**config.mk**
```make
export PLATFORM = sky130hd
export DESIGN_NAME = int_dist
export DESIGN_NICKNAME = d
export VERILOG_FILES = /design/src/rtl/int_dist.sv
export SDC_FILE = /design/constraint.sdc
export NUM_CORES = 1
export LEC_CHECK = 0
export BUFFER_PORTS_ARGS = -buffer_cell sky130_fd_sc_hd__buf_4
export CORE_UTILIZATION = 47
export DETAILED_ROUTE_END_ITERATION = 6
export GPL_ROUTABILITY_DRIVEN = 0
export PLACE_DENSITY = 0.88
export SETUP_SLACK_MARGIN = 0.3
export SLEW_MARGIN = 20
export SYNTH_ARGS = -nofsm -noshare
export SYNTH_HDL_FRONTEND = slang
export SYNTH_SLANG_ARGS = --single-unit
```
**constraint.sdc**
```tcl
create_clock -name clk -period 1.6 [get_ports clk]
set_input_delay 0.24 -clock clk [delete_from_list [all_inputs] [get_ports clk]]
set_output_delay 0.24 -clock clk [all_outputs]
set_load 0.05 [all_outputs]
```
**src/rtl/int_dist.sv**
```systemverilog
`default_nettype none
// ============================================================================
//  Module   : int_dist
//  Brief    : Interrupt distributor. Edge-detects controller interrupt lines,
//             latches them as pending, routes each source to one of two cores
//             under per-core enable masks and runs a claim / end-of-interrupt
//             handshake per core.
//  Option   : INT_DIST_SYNC_EN - adds a two-flop synchronizer on int_sig
//             (input-to-irq latency 4 cycles instead of 2).
//  Revision : 1.0 - initial release
// ============================================================================

`ifndef INT_SIG_WIDTH
`define INT_SIG_WIDTH 8
`endif

module int_dist #(
    parameter int INT_W = `INT_SIG_WIDTH,
    parameter int IDW   = 3
) (
    input  logic             clk,
    input  logic             rst,
    input  logic [INT_W-1:0] int_sig,
    input  logic             cfg_we,
    input  logic [31:0]      cfg_wdata,
    output logic [31:0]      cfg_rdata,
    output logic             irq0,
    output logic             irq1,
    output logic [IDW-1:0]   irq_id0,
    output logic [IDW-1:0]   irq_id1,
    input  logic             ack0,
    input  logic             ack1,
    input  logic             eoi0,
    input  logic             eoi1,
    output logic [INT_W-1:0] pend
);

    typedef enum logic [1:0] {
        ST_IDLE    = 2'd0,
        ST_REQ     = 2'd1,
        ST_SERVICE = 2'd2
    } state_t;

    // Lowest-index set bit of v (0 when v is empty; callers qualify with |v).
    function automatic logic [IDW-1:0] f_lowest(input logic [INT_W-1:0] v);
        logic [IDW-1:0] idx;
        idx = '0;
        for (int i = INT_W - 1; i >= 0; i--) begin
            if (v[i]) idx = IDW'(i);
        end
        return idx;
    endfunction

    logic [INT_W-1:0] w_int_in;
    logic [INT_W-1:0] r_int_q;
    logic [INT_W-1:0] w_edge;
    logic [INT_W-1:0] r_pend;
    logic [INT_W-1:0] r_route;
    logic [INT_W-1:0] r_en0;
    logic [INT_W-1:0] r_en1;
    logic [31:0]      w_cfg;
    logic [1:0]       w_ack;
    logic [1:0]       w_eoi;
    logic [INT_W-1:0] w_elig  [2];
    logic [INT_W-1:0] w_clr_v [2];
    logic             w_irq_v [2];
    logic [IDW-1:0]   w_id_v  [2];
    logic             w_cfg_unused;

    // Word bits outside the three fields are deliberately discarded.
    assign w_cfg_unused = ^cfg_wdata;

`ifdef INT_DIST_SYNC_EN
    logic [INT_W-1:0] r_sync1;
    logic [INT_W-1:0] r_sync2;

    // Two-flop synchronizer ahead of the edge detector.
    always_ff @(posedge clk) begin
        if (rst) begin
            r_sync1 <= '0;
            r_sync2 <= '0;
        end else begin
            r_sync1 <= int_sig;
            r_sync2 <= r_sync1;
        end
    end

    assign w_int_in = r_sync2;
`else
    assign w_int_in = int_sig;
`endif

    // Previous-cycle copy of the interrupt lines; zero after reset so a line
    // already high at reset release is seen as an edge.
    always_ff @(posedge clk) begin
        if (rst) r_int_q <= '0;
        else     r_int_q <= w_int_in;
    end

    assign w_edge = w_int_in & ~r_int_q;

    // Pending latch: claims clear, new edges set, and set wins a collision.
    always_ff @(posedge clk) begin
        if (rst) r_pend <= '0;
        else     r_pend <= (r_pend & ~(w_clr_v[0] | w_clr_v[1])) | w_edge;
    end

    // Route and enable masks, overwritten together on a configuration write.
    always_ff @(posedge clk) begin
        if (rst) begin
            r_route <= '0;
            r_en0   <= '0;
            r_en1   <= '0;
        end else if (cfg_we) begin
            r_route <= cfg_wdata[INT_W-1:0];
            r_en0   <= cfg_wdata[8 +: INT_W];
            r_en1   <= cfg_wdata[16 +: INT_W];
        end
    end

    // Readback image of the configuration flops; unused bits read 0.
    always_comb begin
        w_cfg               = '0;
        w_cfg[INT_W-1:0]    = r_route;
        w_cfg[8 +: INT_W]   = r_en0;
        w_cfg[16 +: INT_W]  = r_en1;
    end

    assign w_elig[0] = r_pend & r_en0 & ~r_route;
    assign w_elig[1] = r_pend & r_en1 &  r_route;
    assign w_ack     = {ack1, ack0};
    assign w_eoi     = {eoi1, eoi0};

    for (genvar c = 0; c < 2; c++) begin : g_core
        state_t           r_state;
        state_t           w_state_nxt;
        logic             r_irq;
        logic             w_irq_nxt;
        logic [IDW-1:0]   r_id;
        logic [IDW-1:0]   w_id_nxt;
        logic [INT_W-1:0] w_clr;
        logic             w_any;
        logic [IDW-1:0]   w_win;

        assign w_any = |w_elig[c];
        assign w_win = f_lowest(w_elig[c]);

        // Request state, request line and presented ID for this core.
        always_ff @(posedge clk) begin
            if (rst) begin
                r_state <= ST_IDLE;
                r_irq   <= 1'b0;
                r_id    <= '0;
            end else begin
                r_state <= w_state_nxt;
                r_irq   <= w_irq_nxt;
                r_id    <= w_id_nxt;
            end
        end

        // Next state: present the lowest eligible source, follow it while
        // requesting, retire it on claim and wait for end-of-interrupt.
        // A claim wins over a same-cycle loss of eligibility, since the core
        // is acknowledging the ID that was already on its outputs.
        always_comb begin
            w_state_nxt = r_state;
            w_irq_nxt   = r_irq;
            w_id_nxt    = r_id;
            w_clr       = '0;
            case (r_state)
                ST_IDLE: begin
                    if (w_any) begin
                        w_id_nxt    = w_win;
                        w_irq_nxt   = 1'b1;
                        w_state_nxt = ST_REQ;
                    end
                end
                ST_REQ: begin
                    if (w_ack[c]) begin
                        for (int i = 0; i < INT_W; i++) begin
                            w_clr[i] = (r_id == IDW'(i));
                        end
                        w_irq_nxt   = 1'b0;
                        w_state_nxt = ST_SERVICE;
                    end else if (!w_any) begin
                        w_irq_nxt   = 1'b0;
                        w_state_nxt = ST_IDLE;
                    end else begin
                        w_id_nxt    = w_win;
                    end
                end
                ST_SERVICE: begin
                    w_irq_nxt = 1'b0;
                    if (w_eoi[c]) w_state_nxt = ST_IDLE;
                end
                default: begin
                    w_irq_nxt   = 1'b0;
                    w_state_nxt = ST_IDLE;
                end
            endcase
        end

        assign w_clr_v[c] = w_clr;
        assign w_irq_v[c] = r_irq;
        assign w_id_v[c]  = r_id;
    end

    assign cfg_rdata = w_cfg;
    assign pend      = r_pend;
    assign irq0      = w_irq_v[0];
    assign irq1      = w_irq_v[1];
    assign irq_id0   = w_id_v[0];
    assign irq_id1   = w_id_v[1];

endmodule

`default_nettype wire
```
==> flow_metrics.env, run 1 <==
export IMPL_status="finished, violations left"
export IMPL_violations="DRC"
export IMPL_cp_start_kind="flop"
export IMPL_fp_dieW_um=71.2
export IMPL_portBuffers=78
export IMPL_power_frac_comb_pct=25.5
export IMPL_stdcell_count=386
export IMPL_coreArea_sq_um=4470
export IMPL_p_int_mw=2.15
export IMPL_synthDominantCellAreaShare_pct=46.2
export IMPL_clkLatencyLatePin_ns=0.31
export IMPL_power_density_nw_per_um2=976
export IMPL_hold_start="cfg_wdata[5]"
export IMPL_synth_edf_count=0
export IMPL_period_needed_ns=1.37
export IMPL_clockBufferDepth=2
export IMPL_drv_slew=0
export IMPL_grt_pass1_vias=2081
export IMPL_num_antenna_cells=0
export IMPL_design_area_sq_um=3290
export IMPL_critical_path_endpoint="irq_id1[0]$_SDFFE_PP0P_"
export IMPL_r2r_end="irq_id1[0]$_SDFFE_PP0P_"
export IMPL_synthToLayoutAreaGrowth_pct=45.9
export IMPL_swShare_pct=33.1
export IMPL_synth_seq_area_share_pct=46.2
export IMPL_die_area_sq_um=5080
export IMPL_worstPathMaxFanout=6
export IMPL_drive_above_1_share_pct=49.1
export IMPL_clockPowerShare_pct=28.0
export IMPL_synthCells=244
export IMPL_drcViolationCount=5
export IMPL_finalNetCount=380
export IMPL_rows=24
export IMPL_boundaryPins=95
export IMPL_finalSetupTns_ns=0
export IMPL_cts_tree="done"
export IMPL_netlist_top_cells_area="dfxtp_1 46%, mux2i_1 11%, nor2_1 5.3%"
export IMPL_fin_skew_ns=0.00891
export IMPL_grt_pass1_wl_um=9680
export IMPL_arrival_ns=1.61
export IMPL_min_period_over_period_pct=85.8
export IMPL_grt_start_max_net_pins=25
export IMPL_first_pass_iters=7
export IMPL_synth_async_reset_ratio_pct=0
export IMPL_setup_viol=0
export IMPL_avgSynthCellArea_sq_um=9.24
export IMPL_fillers=315
export IMPL_antenna_found_initial=0
export IMPL_seqPwrFrac_pct=46.6
export IMPL_ys_ff_latch=52
export IMPL_post_route_util_pct=73.5
export IMPL_hold_viol=0
export IMPL_peakVddDrop_uv=498
export IMPL_cp_startpoint="r_route[6]$_SDFFE_PP0P_"
export IMPL_cts_buffers=5
export IMPL_leakagePower_nw=1.50
export IMPL_drv_cap=0
export IMPL_netlist_area_sq_um=2250
export IMPL_total_power_mw=3.21
export IMPL_grt_overflow_total=0
export IMPL_worst_slack_ns=0.227
export IMPL_dp_hpwl_um=4250
export IMPL_hold_buffers=0
export IMPL_yosysTopAreaCell="dfxtp_1"
export IMPL_routed_via_density=5.64
export IMPL_yosysWarnings=0
export IMPL_rsz0062_at_grt="true"
export IMPL_switching_power_mw=1.06
export IMPL_placed_cell_area_sq_um=2980
export IMPL_whs_ns=0.155
export IMPL_clkTransAtPathRegs_ns=0.10
export IMPL_hold_class="in -> reg"
export IMPL_rr_worst_depth=5
export IMPL_cts_sinks=52
export IMPL_r2r_slack_ns=0.23
export IMPL_routedWlPerCell_um=16.5
export IMPL_cp_required_ns=1.84
export IMPL_die_h_um=71.2
export IMPL_clock_fmax_mhz=728
export IMPL_htreeDepth=2
export IMPL_routed_wl_um=6380
export IMPL_cts_root_buf="clkbuf_8"
export IMPL_synth_cell_types=42
export IMPL_ant_nets=0
export IMPL_grt_usage_pct=24.8
export IMPL_multi_input_area_sq_um=1220
export IMPL_vias=2177
export IMPL_area_sequential_sq_um=1170
export IMPL_placed_cells=367
export IMPL_end_kind="flop"
export IMPL_critPathKind="reg -> reg"
export IMPL_pre_cts_ws_ns=0.208
export IMPL_drt_iter0_drc=190
export IMPL_ys_flop_type="dfxtp_1"
export IMPL_start_util_pct=50.4
export IMPL_r2r_start="r_route[6]$_SDFFE_PP0P_"
routing by layer:
| metal | routed length [um] | vias up | GRT usage [%] |
|---|---|---|---|
| li1 | - | 1023 | - |
| met1 | 2460 | 1030 | 28.4 |
| met2 | 3270 | 105 | 42.0 |
| met3 | 449 | 19 | 5.91 |
| met4 | 204 | 0 | 15.3 |
| met5 | 0 | - | 0 |
area by class of cell:
type	instances	share of cell area, %
clock buffer	6	2.21
tap	52	1.98
sequential	52	35.6
clock inverter	2	1.07
timing repair buffer	90	20.5
multi-input combinational	172	37.2
inverter	12	1.37
worst max-delay path, cell delays in order, from the launching register on:
cell and delay [ns]:
dfxtp_4 0.37, nand3_1 0.10, nand4_1 0.19, nor3_4 0.35
o21ai_1 0.14, a21oi_1 0.15
placed cells by master (no fill, tap or decap), types with 2 or more instances in the layout:
cell,netlist,routed
o22a_1,3,3
o22ai_2,0,2
a31oi_4,0,2
buf_4,8,90
a21oi_1,11,9
nor2b_4,0,2
and3b_2,0,4
mux2i_1,24,24
a31oi_1,3,3
clkbuf_8,0,5
dfxtp_2,0,11
a21o_1,2,2
nand2_2,1,2
dfxtp_4,0,31
nor2_1,32,32
inv_1,12,12
nor3_1,5,4
a211oi_1,4,3
o2bb2ai_1,5,5
nand2_1,10,9
a32o_1,3,3
o21ai_0,4,2
nand3_1,8,5
nor2b_1,8,8
nand2b_1,8,7
conb_1,1,8
dfxtp_1,52,10
a21oi_2,0,2
and3_1,2,2
nand4_1,2,2
nand3_2,0,3
o21ai_1,0,2
nand3b_1,5,5
worst min path at each step:
stage                                         end  cells past startpoint  slack [ns]
final                     r_route[5]$_SDFFE_PP0P_                      3        0.16
after global routing      r_route[7]$_SDFFE_PP0P_                      3        0.16
after CTS                   r_en0[5]$_SDFFE_PP0P_                      3        0.16
after detailed placement       pend[5]$_SDFF_PP0_                      2        0.45
after global placement         pend[5]$_SDFF_PP0_                      2        0.44
after floorplan             r_int_q[1]$_SDFF_PP0_                      1        0.32
registers in the layout, summed over array words and instances, names as in the netlist:
register,count
g_core.r_state,4
irq0,1
irq1,1
irq_id0,3
irq_id1,3
pend,8
r_en0,8
r_en1,8
r_int_q,8
r_route,8
kinds of logic after synthesis:
group                  count (synthesis)  share of synthesized area, %
muxes                                 24                          10.7
buffers and inverters                 27                          6.05
and+or+nand+nor                       93                          21.8
DFF                                   52                          46.2
other                                  1                         0.166
AOI/OAI and AO/OA                     47                          15.2
repair_timing:
item	in CTS	in global routing
buffers inserted	8	3
resized for setup	14	15
setup endpoints to repair	10	16
pin swaps	12	8
gates cloned	0	0
power groups by stage:
stage | combinational [mW] | sequential (mW) | clock, mW
CTS | 0.780 | 1.48 | 0.902
finish | 0.817 | 1.49 | 0.898
detailed placement | 0.746 | 1.51 | 0
global route | 0.860 | 1.51 | 0.951
floorplan | 0.265 | 1.75 | 0
global placement | 0.733 | 1.50 | 0
cells in the mapped netlist (2+ instances only):
library cell	count
a211oi_1	4
a32o_1	3
nor2b_1	8
nand2_1	10
dfxtp_1	52
mux2i_1	24
buf_2	4
nor2_1	32
o2bb2ai_1	5
nand3b_1	5
nand3_1	8
buf_1	2
a31oi_2	2
and3b_1	4
a21oi_1	11
inv_1	12
o311ai_0	2
a21o_1	2
o22a_1	3
o21ai_0	4
a31oi_1	3
nand2b_1	8
and3_1	2
nor2b_2	2
o22ai_1	3
nand4_1	2
nor3_1	5
buf_4	8
(Power assumes the default switching activity.)
==> inputs of run 2 (changes only) <==
--- a/config.mk
+++ b/config.mk
@@ -10,7 +10,7 @@
 export DETAILED_ROUTE_END_ITERATION = 6
 export GPL_ROUTABILITY_DRIVEN = 0
 export PLACE_DENSITY = 0.88
-export SETUP_SLACK_MARGIN = 0.3
+export SETUP_SLACK_MARGIN = 0.2
 export SLEW_MARGIN = 20
 export SYNTH_ARGS = -nofsm -noshare
 export SYNTH_HDL_FRONTEND = slang
==> run 2 against run 1 <==
  * The flow still finishes with violations (DRC)
  * Cell count decreased by 1.8%
  * Design area down 6.3%
  * Clock power rose by 0.4%
  * Register-to-register slack lost 0.04 ns
  * Sequential cell count is the same
==> flow_metrics.env, run 2 (same netlist as run 1, synthesis figures left out) <==
export IMPL_clkLatencyLatePin_ns=0.31
export IMPL_period_needed_ns=1.42
export IMPL_routed_via_density=5.46
export IMPL_cp_start_kind="flop"
export IMPL_antenna_found_initial=0
export IMPL_first_pass_iters=6
export IMPL_htreeDepth=2
export IMPL_cp_required_ns=1.85
export IMPL_worst_slack_ns=0.182
export IMPL_synthToLayoutAreaGrowth_pct=36.7
export IMPL_layout_common_cells="83 x buf_4, 34 x dfxtp_2, 32 x nor2_1, 24 x mux2i_1, 17 x dfxtp_1"
export IMPL_coreArea_sq_um=4470
export IMPL_pre_cts_ws_ns=0.186
export IMPL_finalSetupTns_ns=0
export IMPL_setup_viol=0
export IMPL_grt_start_max_net_pins=27
export IMPL_grt_usage_pct=24.5
export IMPL_dp_hpwl_um=4340
export IMPL_worstPathMaxFanout=6
export IMPL_arrival_ns=1.67
export IMPL_cts_sinks=52
export IMPL_drt_iter0_drc=144
export IMPL_area_sequential_sq_um=1090
export IMPL_start_util_pct=50.4
export IMPL_min_period_over_period_pct=88.6
export IMPL_clkTransAtPathRegs_ns=0.09
export IMPL_power_density_nw_per_um2=1030
export IMPL_cts_tree="done"
export IMPL_rows=24
export IMPL_portBuffers=78
export IMPL_rsz0062_at_grt="true"
export IMPL_drv_cap=0
export IMPL_routed_wl_um=5880
export IMPL_grt_pass1_vias=1976
export IMPL_clock_fmax_mhz=705
export IMPL_drive_above_1_share_pct=42.5
export IMPL_end_kind="flop"
export IMPL_boundaryPins=95
export IMPL_die_area_sq_um=5080
export IMPL_vias=2068
export IMPL_die_h_um=71.2
export IMPL_leakagePower_nw=1.43
export IMPL_num_antenna_cells=0
export IMPL_fp_dieW_um=71.2
export IMPL_grt_overflow_total=0
export IMPL_fin_skew_ns=0.00488
export IMPL_layout_commonest_cell="buf_4"
export IMPL_clockBufferDepth=2
export IMPL_routedWlPerCell_um=15.5
export IMPL_fillers=349
export IMPL_status="finished, violations left"
export IMPL_ant_nets=0
export IMPL_multi_input_area_sq_um=1150
export IMPL_drv_slew=0
export IMPL_finalNetCount=373
export IMPL_grt_pass1_wl_um=9480
export IMPL_cts_root_buf="clkbuf_8"
export IMPL_critPathKind="reg -> reg"
export IMPL_hold_viol=0
export IMPL_violations="DRC"
export IMPL_drcViolationCount=2
export IMPL_hold_class="in -> reg"
export IMPL_peakVddDrop_uv=725
export IMPL_cts_buffers=5
run 2: worst max-delay path, stage by stage, from the launching register on:
cell and delay, ns:
dfxtp_2 0.41, nand3_1 0.11, nand4_1 0.15, nor3_2 0.06, buf_4 0.15, or3_1 0.36, a21oi_1 0.11
run 2: routing by layer:
| layer | global-route usage, % | up-vias | wire length [um] |
|---|---|---|---|
| met3 | 4.22 | 12 | 308 |
| met5 | 0 | - | 0 |
| met1 | 31.0 | 980 | 2470 |
| li1 | - | 1008 | - |
| met4 | 13.1 | 0 | 127 |
| met2 | 40.1 | 68 | 2980 |
run 2: path summary, 6_finish.rpt:
| path | startpoint | to | slack (ns) | cells past startpoint |
|---|---|---|---|---|
| hold reg to reg | r_int_q[4]$_SDFF_PP0_ | pend[4]$_SDFF_PP0_ | 0.47 | 2 |
| setup reg to reg | pend[6]$_SDFF_PP0_ | irq_id1[0]$_SDFFE_PP0P_ | 0.18 | 6 |
| setup / recovery | pend[6]$_SDFF_PP0_ | irq_id1[0]$_SDFFE_PP0P_ | 0.18 | 6 |
| hold / removal | cfg_wdata[23] | r_en1[7]$_SDFFE_PP0P_ | 0.16 | 3 |
run 2: repair_timing:
action | 4_1_cts | 5_1_grt
pin swaps | 2 | 3
hold buffers | 0 | 0
endpoints found under the hold margin | 0 | 0
setup endpoints to repair | 5 | 12
gates resized for setup | 3 | 10
cloned | 0 | 0
buffers inserted | 0 | 3
run 2: metrics by stage:
step	power (mW)	hold slack (ns)	utilization [%]	area, sq um	cells
5_1_grt	3.30	0.162	68.8	3080	379
6_report	3.18	0.158	68.8	3080	379
3_5_place_dp	2.28	0.451	64.7	2900	368
2_1_floorplan	2.03	0.323	-	2320	251
3_3_place_gp	2.26	0.440	64.7	2900	368
4_1_cts	3.16	0.156	67.4	3020	376
run 2: area by class of cell:
| type | instances | share of cell area [%] |
|---|---|---|
| multi-input cells | 172 | 37.3 |
| well taps | 52 | 2.11 |
| repair buffers | 83 | 20.2 |
| clock buffers | 5 | 2.23 |
| clock inverters | 3 | 1.38 |
| inverters | 12 | 1.46 |
| flip-flops and latches | 52 | 35.3 |
run 2: power breakdown:
group | leakage (nW) | internal [mW] | switching (mW)
logic | 0.938 | 0.277 | 0.494
clock network | 0.0541 | 0.463 | 0.439
registers | 0.441 | 1.40 | 0.103
total | 1.43 | 2.14 | 1.04
==> inputs of run 3 (changes only) <==
--- a/config.mk
+++ b/config.mk
@@ -6,10 +6,11 @@
 export NUM_CORES = 1
 export LEC_CHECK = 0
 export BUFFER_PORTS_ARGS = -buffer_cell sky130_fd_sc_hd__buf_4
-export CORE_UTILIZATION = 47
+export CORE_MARGIN = 2
+export CORE_UTILIZATION = 43
 export DETAILED_ROUTE_END_ITERATION = 6
 export GPL_ROUTABILITY_DRIVEN = 0
-export PLACE_DENSITY = 0.88
+export PLACE_DENSITY = 0.85
 export SETUP_SLACK_MARGIN = 0.2
 export SLEW_MARGIN = 20
 export SYNTH_ARGS = -nofsm -noshare
==> constraint.sdc (replaced) <==
create_clock -name clk -period 1.3 [get_ports clk]
set_input_delay 0.195 -clock clk [delete_from_list [all_inputs] [get_ports clk]]
set_output_delay 0.195 -clock clk [all_outputs]
set_load 0.05 [all_outputs]
==> run 3 against run 2 <==
  * The flow finishes with violations (setup timing)
  * Hold slack got worse by 0.042 ns
  * Cell count rose by 12%
  * Register-to-register slack got worse by 0.30 ns
  * Sequential power rose by 23%
  * Clock skew rose by 0.0034 ns
  * Clock power barely moved
  * Die area rose by 15%
  * Clock-buffer cell count did not move
  * Global-route usage fell by 2.4 points
  * Critical path depth did not move
  * Non-clock buffer count rose by 26
  * Largest power group unchanged
  * Highest routed layer unchanged
==> flow_metrics.env, run 3 (same netlist as run 1, synthesis figures left out) <==
export IMPL_portBuffers=78
export IMPL_hold_viol=0
export IMPL_end_kind="flop"
export IMPL_grt_pass1_wl_um=10400
export IMPL_fillers=353
export IMPL_p_int_mw=2.57
export IMPL_ant_nets=0
export IMPL_drt_iter0_drc=145
export IMPL_fp_dieW_um=76.4
export IMPL_hold_class="in -> reg"
export IMPL_drv_cap=0
export IMPL_drive_above_1_share_pct=57.8
export IMPL_layout_commonest_cell="buf_4"
export IMPL_grt_overflow_total=0
export IMPL_hold_buffers=0
export IMPL_swShare_pct=34.7
export IMPL_grt_usage_pct=22.1
export IMPL_violations="setup timing"
export IMPL_cts_root_buf="clkbuf_8"
export IMPL_cts_sinks=52
export IMPL_routed_via_density=5.32
export IMPL_rsz0062_at_grt="true"
export IMPL_period_needed_ns=1.42
export IMPL_vias=2251
export IMPL_routedWlPerCell_um=16.5
export IMPL_cp_start_kind="flop"
export IMPL_critical_path_cell_chain="buf_4 -> nand3_1 -> nand2_2 -> nor3_4 -> o21ai_1 -> a21oi_2"
export IMPL_routed_wl_um=6970
export IMPL_placed_cells=393
export IMPL_layout_common_cells="75 x buf_4, 35 x dfxtp_4, 31 x nor2_1, 24 x mux2i_1, 21 x buf_6"
export IMPL_min_period_over_period_pct=109
export IMPL_worstPathMaxFanout=5
export IMPL_status="finished, violations left"
export IMPL_critPathKind="reg -> reg"
export IMPL_stdcell_count=423
export IMPL_seqPwrFrac_pct=46.8
export IMPL_synthToLayoutAreaGrowth_pct=65.6
export IMPL_worst_slack_ns=-0.119
export IMPL_grt_start_max_net_pins=28
export IMPL_boundaryPins=95
export IMPL_htreeDepth=2
export IMPL_clockBufferDepth=2
export IMPL_r2r_slack_ns=-0.12
export IMPL_power_density_nw_per_um2=1060
export IMPL_clkLatencyLatePin_ns=0.31
export IMPL_finalNetCount=399
export IMPL_leakagePower_nw=1.65
export IMPL_rows=26
export IMPL_switching_power_mw=1.37
export IMPL_grt_pass1_vias=2183
export IMPL_setup_viol=9
export IMPL_num_antenna_cells=0
export IMPL_arrival_ns=1.65
export IMPL_cts_tree="done"
export IMPL_fin_skew_ns=0.00824
export IMPL_cp_required_ns=1.53
export IMPL_clkTransAtPathRegs_ns=0.09
export IMPL_drv_slew=0
export IMPL_clock_fmax_mhz=705
export IMPL_start_util_pct=44.4
export IMPL_power_frac_comb_pct=30.4
export IMPL_first_pass_iters=4
export IMPL_antenna_found_initial=0
export IMPL_die_h_um=76.4
export IMPL_dp_hpwl_um=4520
export IMPL_coreArea_sq_um=5070
export IMPL_die_area_sq_um=5840
export IMPL_critical_path_max_stage_delay_ns=0.35
export IMPL_clockPowerShare_pct=22.8
export IMPL_drcViolationCount=0
export IMPL_cp_slowest_cell="dfxtp_4"
export IMPL_total_power_mw=3.94
export IMPL_pre_cts_ws_ns=-0.0788
export IMPL_peakVddDrop_uv=646
export IMPL_cts_buffers=5
[run 3: power by group through the flow]
stage | combinational [mW] | clock [mW] | sequential (mW)
finish | 1.20 | 0.899 | 1.85
global route | 1.25 | 0.982 | 1.86
CTS | 1.10 | 0.913 | 1.83
detailed placement | 0.966 | 0 | 1.86
global placement | 0.946 | 0 | 1.86
floorplan | 0.329 | 0 | 2.16
[run 3: worst max-delay path, delay by kind of cell (launching register included)]
| kind | cells | cell delay, ns |
|---|---|---|
| compound gates | 2 | 0.32 |
| buf+inv | 1 | 0.14 |
| flops | 1 | 0.35 |
| simple gates | 3 | 0.54 |
[run 3: stage by stage]
step	utilization, %	area (sq um)	setup TNS (ns)	hold WS [ns]
5_1_grt	73.5	3730	-1.20	0.116
2_1_floorplan	-	2460	-0.0656	0.278
3_5_place_dp	61.5	3120	-0.248	0.433
4_1_cts	69.6	3530	-0.276	0.115
6_report	73.5	3730	-0.487	0.115
3_3_place_gp	61.5	3120	-0.0744	0.425
[run 3: path summary, 6_finish.rpt]
| check | endpoint | start | cells past startpoint |
|---|---|---|---|
| setup / recovery | irq_id1[0]$_SDFFE_PP0P_ | r_route[5]$_SDFFE_PP0P_ | 6 |
| hold / removal | r_route[3]$_SDFFE_PP0P_ | cfg_wdata[3] | 3 |
| setup reg to reg | irq_id1[0]$_SDFFE_PP0P_ | r_route[5]$_SDFFE_PP0P_ | 6 |
| hold reg to reg | pend[5]$_SDFF_PP0_ | r_int_q[5]$_SDFF_PP0_ | 2 |
[run 3: area by class of cell]
| type | count | area (sq um) | area share (%) |
|---|---|---|---|
| well taps | 70 | 87.6 | 2.35 |
| inverters | 12 | 45.0 | 1.21 |
| multi-input cells | 172 | 1330 | 35.6 |
| clock buffers | 5 | 68.8 | 1.84 |
| clock inverters | 3 | 18.8 | 0.503 |
| flip-flops and latches | 52 | 1180 | 31.7 |
| repair buffers | 109 | 1000 | 26.8 |
[run 3: metal layers]
| metal | wire, um | GRT usage (%) | vias to the layer above | part of all wire, % |
|---|---|---|---|---|
| li1 | - | - | 1064 | - |
| met1 | 2880 | 26.5 | 1085 | 41 |
| met2 | 3540 | 38.5 | 83 | 51 |
| met3 | 353 | 4.74 | 19 | 5.1 |
| met4 | 193 | 8.91 | 0 | 2.8 |
| met5 | 0 | 0 | - | 0 |
[run 3: what timing repair did]
item,in CTS,in global routing
setup endpoints to repair,27,37
gates resized for setup,55,34
buffers inserted,15,7
pin swaps,25,6
